`src/rtl/tdc_pkg.sv`:
```
// Shared types for the TDC hit controller.
// Holds the controller state encoding and the fine-code width helper.
package tdc_pkg;

    typedef enum logic [2:0] {
        S_IDLE,
        S_ARMED,
        S_HOLD,
        S_DEAD,
        S_REARM
    } state_t;

    function automatic int fine_w(input int num);
        return $clog2(num + 1);
    endfunction

endpackage

```
`src/rtl/tdc_thermo_count.sv`:
```
// Bubble-tolerant thermometer decode.
// Counts every set tap, so isolated bubbles do not shift the result.
module tdc_thermo_count
    import tdc_pkg::*;
#(
    parameter int NUM    = 12,
    parameter int FINE_W = fine_w(NUM)
) (
    input  logic [NUM-1:0]    taps,
    output logic [FINE_W-1:0] count
);

    always_comb begin
        count = '0;
        for (int i = 0; i < NUM; i++) begin
            count = count + FINE_W'(taps[i]);
        end
    end

endmodule

```
`src/rtl/tdc_hit_controller.sv`:
```
// TDC hit capture controller: timestamps the first edge of a hit,
// holds it for a valid/ready consumer, then enforces a dead time.
module tdc_hit_controller
    import tdc_pkg::*;
#(
    parameter int NUM         = 12,
    parameter int COARSE_W    = 16,
    parameter int DEAD_CYCLES = 4,
    localparam int FINE_W     = fine_w(NUM)
) (
    input  logic                clk,
    input  logic                rst,
    input  logic                enable,
    input  logic [NUM-1:0]      taps,
    input  logic                ts_ready,
    output logic                ts_valid,
    output logic [COARSE_W-1:0] ts_coarse,
    output logic [FINE_W-1:0]   ts_fine,
    output logic [7:0]          miss_cnt,
    output logic                busy
);

    localparam int DW = (DEAD_CYCLES > 1) ? $clog2(DEAD_CYCLES) : 1;

    state_t              state;
    state_t              state_nx;
    logic [NUM-1:0]      taps_prev;
    logic [COARSE_W-1:0] coarse;
    logic [DW-1:0]       dead_cnt;
    logic [FINE_W-1:0]   fine;
    logic                hit;
    logic                capture;
    logic                miss;
    logic                dead_done;

    tdc_thermo_count #(
        .NUM    (NUM),
        .FINE_W (FINE_W)
    ) u_count (
        .taps  (taps),
        .count (fine)
    );

    assign hit       = (taps_prev == '0) && (taps != '0);
    assign dead_done = (dead_cnt == DW'(DEAD_CYCLES - 1));

    always_comb begin
        state_nx = state;
        capture  = 1'b0;
        miss     = 1'b0;
        unique case (state)
            S_IDLE: begin
                if (enable) state_nx = S_ARMED;
            end
            S_ARMED: begin
                if (!enable) begin
                    state_nx = S_IDLE;
                end else if (hit) begin
                    state_nx = S_HOLD;
                    capture  = 1'b1;
                end
            end
            // a disabled controller still completes the pending handshake
            S_HOLD: begin
                miss = hit;
                if (ts_ready) state_nx = enable ? S_DEAD : S_IDLE;
            end
            S_DEAD: begin
                miss = hit;
                if (!enable)        state_nx = S_IDLE;
                else if (dead_done) state_nx = S_REARM;
            end
            S_REARM: begin
                miss = hit;
                if (!enable)          state_nx = S_IDLE;
                else if (taps == '0)  state_nx = S_ARMED;
            end
            default: state_nx = S_IDLE;
        endcase
    end

    always_ff @(posedge clk or negedge rst) begin
        if (!rst) begin
            state     <= S_IDLE;
            taps_prev <= '0;
            coarse    <= '0;
            dead_cnt  <= '0;
            ts_coarse <= '0;
            ts_fine   <= '0;
            miss_cnt  <= '0;
        end else begin
            state     <= state_nx;
            taps_prev <= taps;
            if (state == S_IDLE)  coarse <= '0;
            else if (enable)      coarse <= coarse + COARSE_W'(1);
            if (state != S_DEAD)  dead_cnt <= '0;
            else if (!dead_done)  dead_cnt <= dead_cnt + DW'(1);
            if (capture) begin
                ts_coarse <= coarse;
                ts_fine   <= fine;
            end
            if (miss && (miss_cnt != 8'hFF)) miss_cnt <= miss_cnt + 8'd1;
        end
    end

    assign ts_valid = (state == S_HOLD);
    assign busy     = (state == S_HOLD) || (state == S_DEAD) ||
                      (state == S_REARM);

endmodule

```
`config.mk`:
```
export PLATFORM = sky130hd
export DESIGN_NAME = tdc_hit_controller
export DESIGN_NICKNAME = d
export VERILOG_FILES = /design/src/rtl/tdc_pkg.sv /design/src/rtl/tdc_thermo_count.sv /design/src/rtl/tdc_hit_controller.sv
export SDC_FILE = /design/constraint.sdc
export NUM_CORES = 1
export LEC_CHECK = 0
export CAP_MARGIN = 5
export CORE_AREA = 8 8 89 91
export DETAILED_ROUTE_END_ITERATION = 10
export DIE_AREA = 0 0 97 99
export PLACE_DENSITY = 0.75
export SLEW_MARGIN = 20
export SYNTH_ARGS = -nofsm -noshare
export SYNTH_HDL_FRONTEND = slang
export SYNTH_HIERARCHICAL = 1
export SYNTH_SLANG_ARGS = --single-unit
```
`constraint.sdc`:
```
create_clock -name clk -period 1.8 [get_ports clk]
set_input_delay 0.18 -clock clk [delete_from_list [all_inputs] [get_ports clk]]
set_output_delay 0.18 -clock clk [all_outputs]
set_load 0.02 [all_outputs]
```
==> summary.md <==
### Timing
* final-report setup violation count: 7
* Relative slew margins: 77.9%
* RSZ-0062 raised after global routing: true
* Worst Setup Slack, final: -1.31 ns
* minimum period implied by the final worst setup slack: 3.11 ns
* Final Max Tran Viols: 0
* Setup TNS Final: -4.72 ns
* final hold viol count: 0
* clock tree skew after final layout: 0.00919 ns
* upper clock frequency limit: 322 MHz
* Slew @ Worst Pin: 0.332 ns
* share of the cycle needed by the critical path after routing: 173%
* hold slack final: 0.0562 ns

### Detailed routing
* number of detailed-route iterations in the first pass: 4
* Vias: 2023
* wire per inst: 15.3 um
* drt drc: 0
* Detailed Route Iter0 Violations: 88
* via density per instance: 5.01
* residual antenna-violating net count after detailed routing: 0
* detailed-route wire length: 6.16 mm

### Synthesis
* sequential share of the synthesized area: 53.5%
* number of distinct library cells after synthesis: 40
* Synthesized Nets: 265
* number of register bits inferred by synthesis: 61
* Avg Synthesized Cell Area: 12.1 um^2
* Post-synth top flop: sky130_fd_sc_hd__dfrtp_1
* fraction of synthesized area in multiplexers: 9.11%
* Cells after Synth: 235
* Post-Synth XOR/XNOR Area: 7.36%
* synth warn: 6
* share of the synthesized area in compound gates (AO/OA/AOI/OAI): 1.84%
* adder and majority cell fraction of the synthesized area: 7.98%
* netlist area before placement: 2860 um^2
* number of enable-type register cells in the synthesized netlist: 0
* post-synthesis simple-gate area fraction: 16.2%
* async set or reset register ratio after synthesis: 100%
* dominant combinational cell family by area after synthesis: simple AND/OR/NAND/NOR gates

### Power and ir drop
* Max VDD drop: 0.423 mV
* leakage: 1.86 nW
* total power per unit cell area: 826 nW/um^2

### Cells and area
* ratio of cells with drive above 1 in the final layout: 29.3%
* highest-count cells in the layout ignoring fill and taps: 58 x sky130_fd_sc_hd__dfrtp_1, 36 x sky130_fd_sc_hd__clkdlybuf4s50_1, 27 x sky130_fd_sc_hd__buf_4
* final std cell area, no fill: 3980 um^2
* fill cell total of the finished layout: 530
* most common cell after layout, fill and taps aside: sky130_fd_sc_hd__dfrtp_1
* number of antenna repair diodes: 0
* post-route insts no fill: 404
* Area growth syn-to-layout: 39.5%
* fin nets: 349

### Place
* post-detail-place hpwl: 4.11 mm
* gpl congestion: 0.834
* Port Buffers: 45
* worst setup timing slack at the placement stage: -2.21 ns
* cell area after placement: 3600 um^2
* cell count after placement: 378

### Die
* horizontal die dimension: 97 um
* top-level port count: 46
* overall die height: 99 um
* die area: 9600 um^2
* core area: 6570 um^2
* number of cell rows: 30
* Starting Density: 43.5%

### CTS
* TritonCTS clock tree: done
* buffer levels on the longest clock path: 2
* clock insertion delay at the later pin of the skew report: 0.33 ns
* clock-pin slew reported for the worst setup and hold paths after clock tree synthesis: 0.07 ns
* number of buffers created by CTS: 9
* H-tree depth reported by CTS: 3
* Clock Sinks: 61
* CTS Root Buffer Type: sky130_fd_sc_hd__clkbuf_8

### GRT
* global route total overflow: 0
* antenna violations before repair: 0
* pin count of the biggest net entering global routing: 62
* global-route wire length before repair: 10.1 mm
* vias in the first global route: 2132
* All-Layer GR Usage: 12.8%

### Critical path
* required arrival time at the worst endpoint: 2.02 ns
* CP Launch Type: primary input
* element type at the critical path end: flip-flop
* worst setup slack for register-to-register paths: -0.02 ns
* CP max FO: 2
* Critical Path AT: 3.33 ns
* Worst Path Class, Setup: in2reg

### Status
* violations in the final reports: negative setup slack
* run status: finished, violations left

### Run
* max-capacitance violation count: 0

### Min path
* type of the tightest min-delay check: in2reg

Yosys cell counts, types with 7 or more instances:
library cell	number	share of area (%)
sky130_fd_sc_hd__inv_1	18	2.4
sky130_fd_sc_hd__nand3_1	7	1.2
sky130_fd_sc_hd__nor2_1	23	3.0
sky130_fd_sc_hd__nand4_1	7	1.5
sky130_fd_sc_hd__xor2_1	12	3.7
sky130_fd_sc_hd__fa_1	7	4.9
sky130_fd_sc_hd__mux2_1	19	7.5
sky130_fd_sc_hd__and3_1	8	1.8
sky130_fd_sc_hd__nand2_1	11	1.4
sky130_fd_sc_hd__ha_1	7	3.1
sky130_fd_sc_hd__dfrtp_1	61	53
sky130_fd_sc_hd__xnor2_1	12	3.7
state kept, by name, indices dropped and copies added (netlist names):
| signal | cells |
|---|---|
| state | 3 |
| coarse | 16 |
| ts_fine | 4 |
| ts_coarse | 16 |
| miss_cnt | 8 |
| dead_cnt | 2 |
| taps_prev | 12 |
final cells by class:
| cell class | instances | area [um^2] | area share, % |
|---|---|---|---|
| Sequential cell | 61 | 1530 | 38.4 |
| Multi-Input combinational cell | 149 | 1310 | 32.8 |
| Timing Repair Buffer | 80 | 771 | 19.3 |
| Clock buffer | 10 | 138 | 3.45 |
| Tap cell | 80 | 100 | 2.51 |
| Inverter | 18 | 77.6 | 1.95 |
| Clock inverter | 6 | 61.3 | 1.54 |
report_power, final:
part	internal [mW]	leakage, nW	total (mW)	switching (mW)
clock network	0.674	0.102	1.20	0.529
logic	0.276	0.943	0.599	0.323
registers	1.42	0.816	1.49	0.0689
total	2.37	1.86	3.29	0.921
worst paths after layout:
| check | from | endpoint | cells after the start |
|---|---|---|---|
| max | taps[9] | ts_fine[2] | 13 |
| max in group asynchronous | rst | miss_cnt[1] | 3 |
| min in group asynchronous | rst | ts_coarse[5] | 3 |
| max reg2reg | taps_prev[1] | ts_coarse[12] | 6 |
| min reg2reg | ts_coarse[5] | ts_coarse[5] | 1 |
| min | taps[3] | taps_prev[3] | 2 |
through the flow:
stage / util (%) / power (mW)
floorplan: - / 1.84
global placement: 54.8 / 2.04
detailed placement: 54.8 / 2.07
CTS: 58.6 / 3.30
global route: 60.6 / 3.49
finish: 60.6 / 3.29
critical path: stages:
cell	delay, ns
sky130_fd_sc_hd__buf_8	0.08
sky130_fd_sc_hd__inv_4	0.03
sky130_fd_sc_hd__fa_1	0.55
sky130_fd_sc_hd__inv_1	0.06
sky130_fd_sc_hd__fa_1	0.47
sky130_fd_sc_hd__inv_1	0.05
sky130_fd_sc_hd__fa_1	0.44
sky130_fd_sc_hd__fa_1	0.52
sky130_fd_sc_hd__inv_2	0.05
sky130_fd_sc_hd__ha_4	0.16
sky130_fd_sc_hd__fa_2	0.34
sky130_fd_sc_hd__xor2_1	0.15
sky130_fd_sc_hd__mux2_4	0.25
timing repair:
action / CTS / global route
buffers inserted: 1 / 3
endpoints found under the setup margin: 24 / 26
gates resized for setup: 42 / 20
hold buffers: 4 / 0
gates cloned: 0 / 2
pin swaps: 7 / 5
endpoints found under the hold margin: 64 / 0
layer usage:
layer  part of all wire [%]  GRT usage [%]  wire [um]
met1                     44           15.1       2690
met2                     50           20.8       3100
met3                    4.1           3.50        255
met4                    2.0           6.86        122
met5                      0              0          0
cells by family after synthesis:
| logic type | Yosys count |
|---|---|
| DFF | 61 |
| muxes | 23 |
| adders and majority gates | 14 |
| AOI/OAI and AO/OA | 8 |
| xor gates and xnor gates | 24 |
| buffers and inverters | 25 |
| and+or+nand+nor | 80 |
Power figures use the tool's default switching activity.
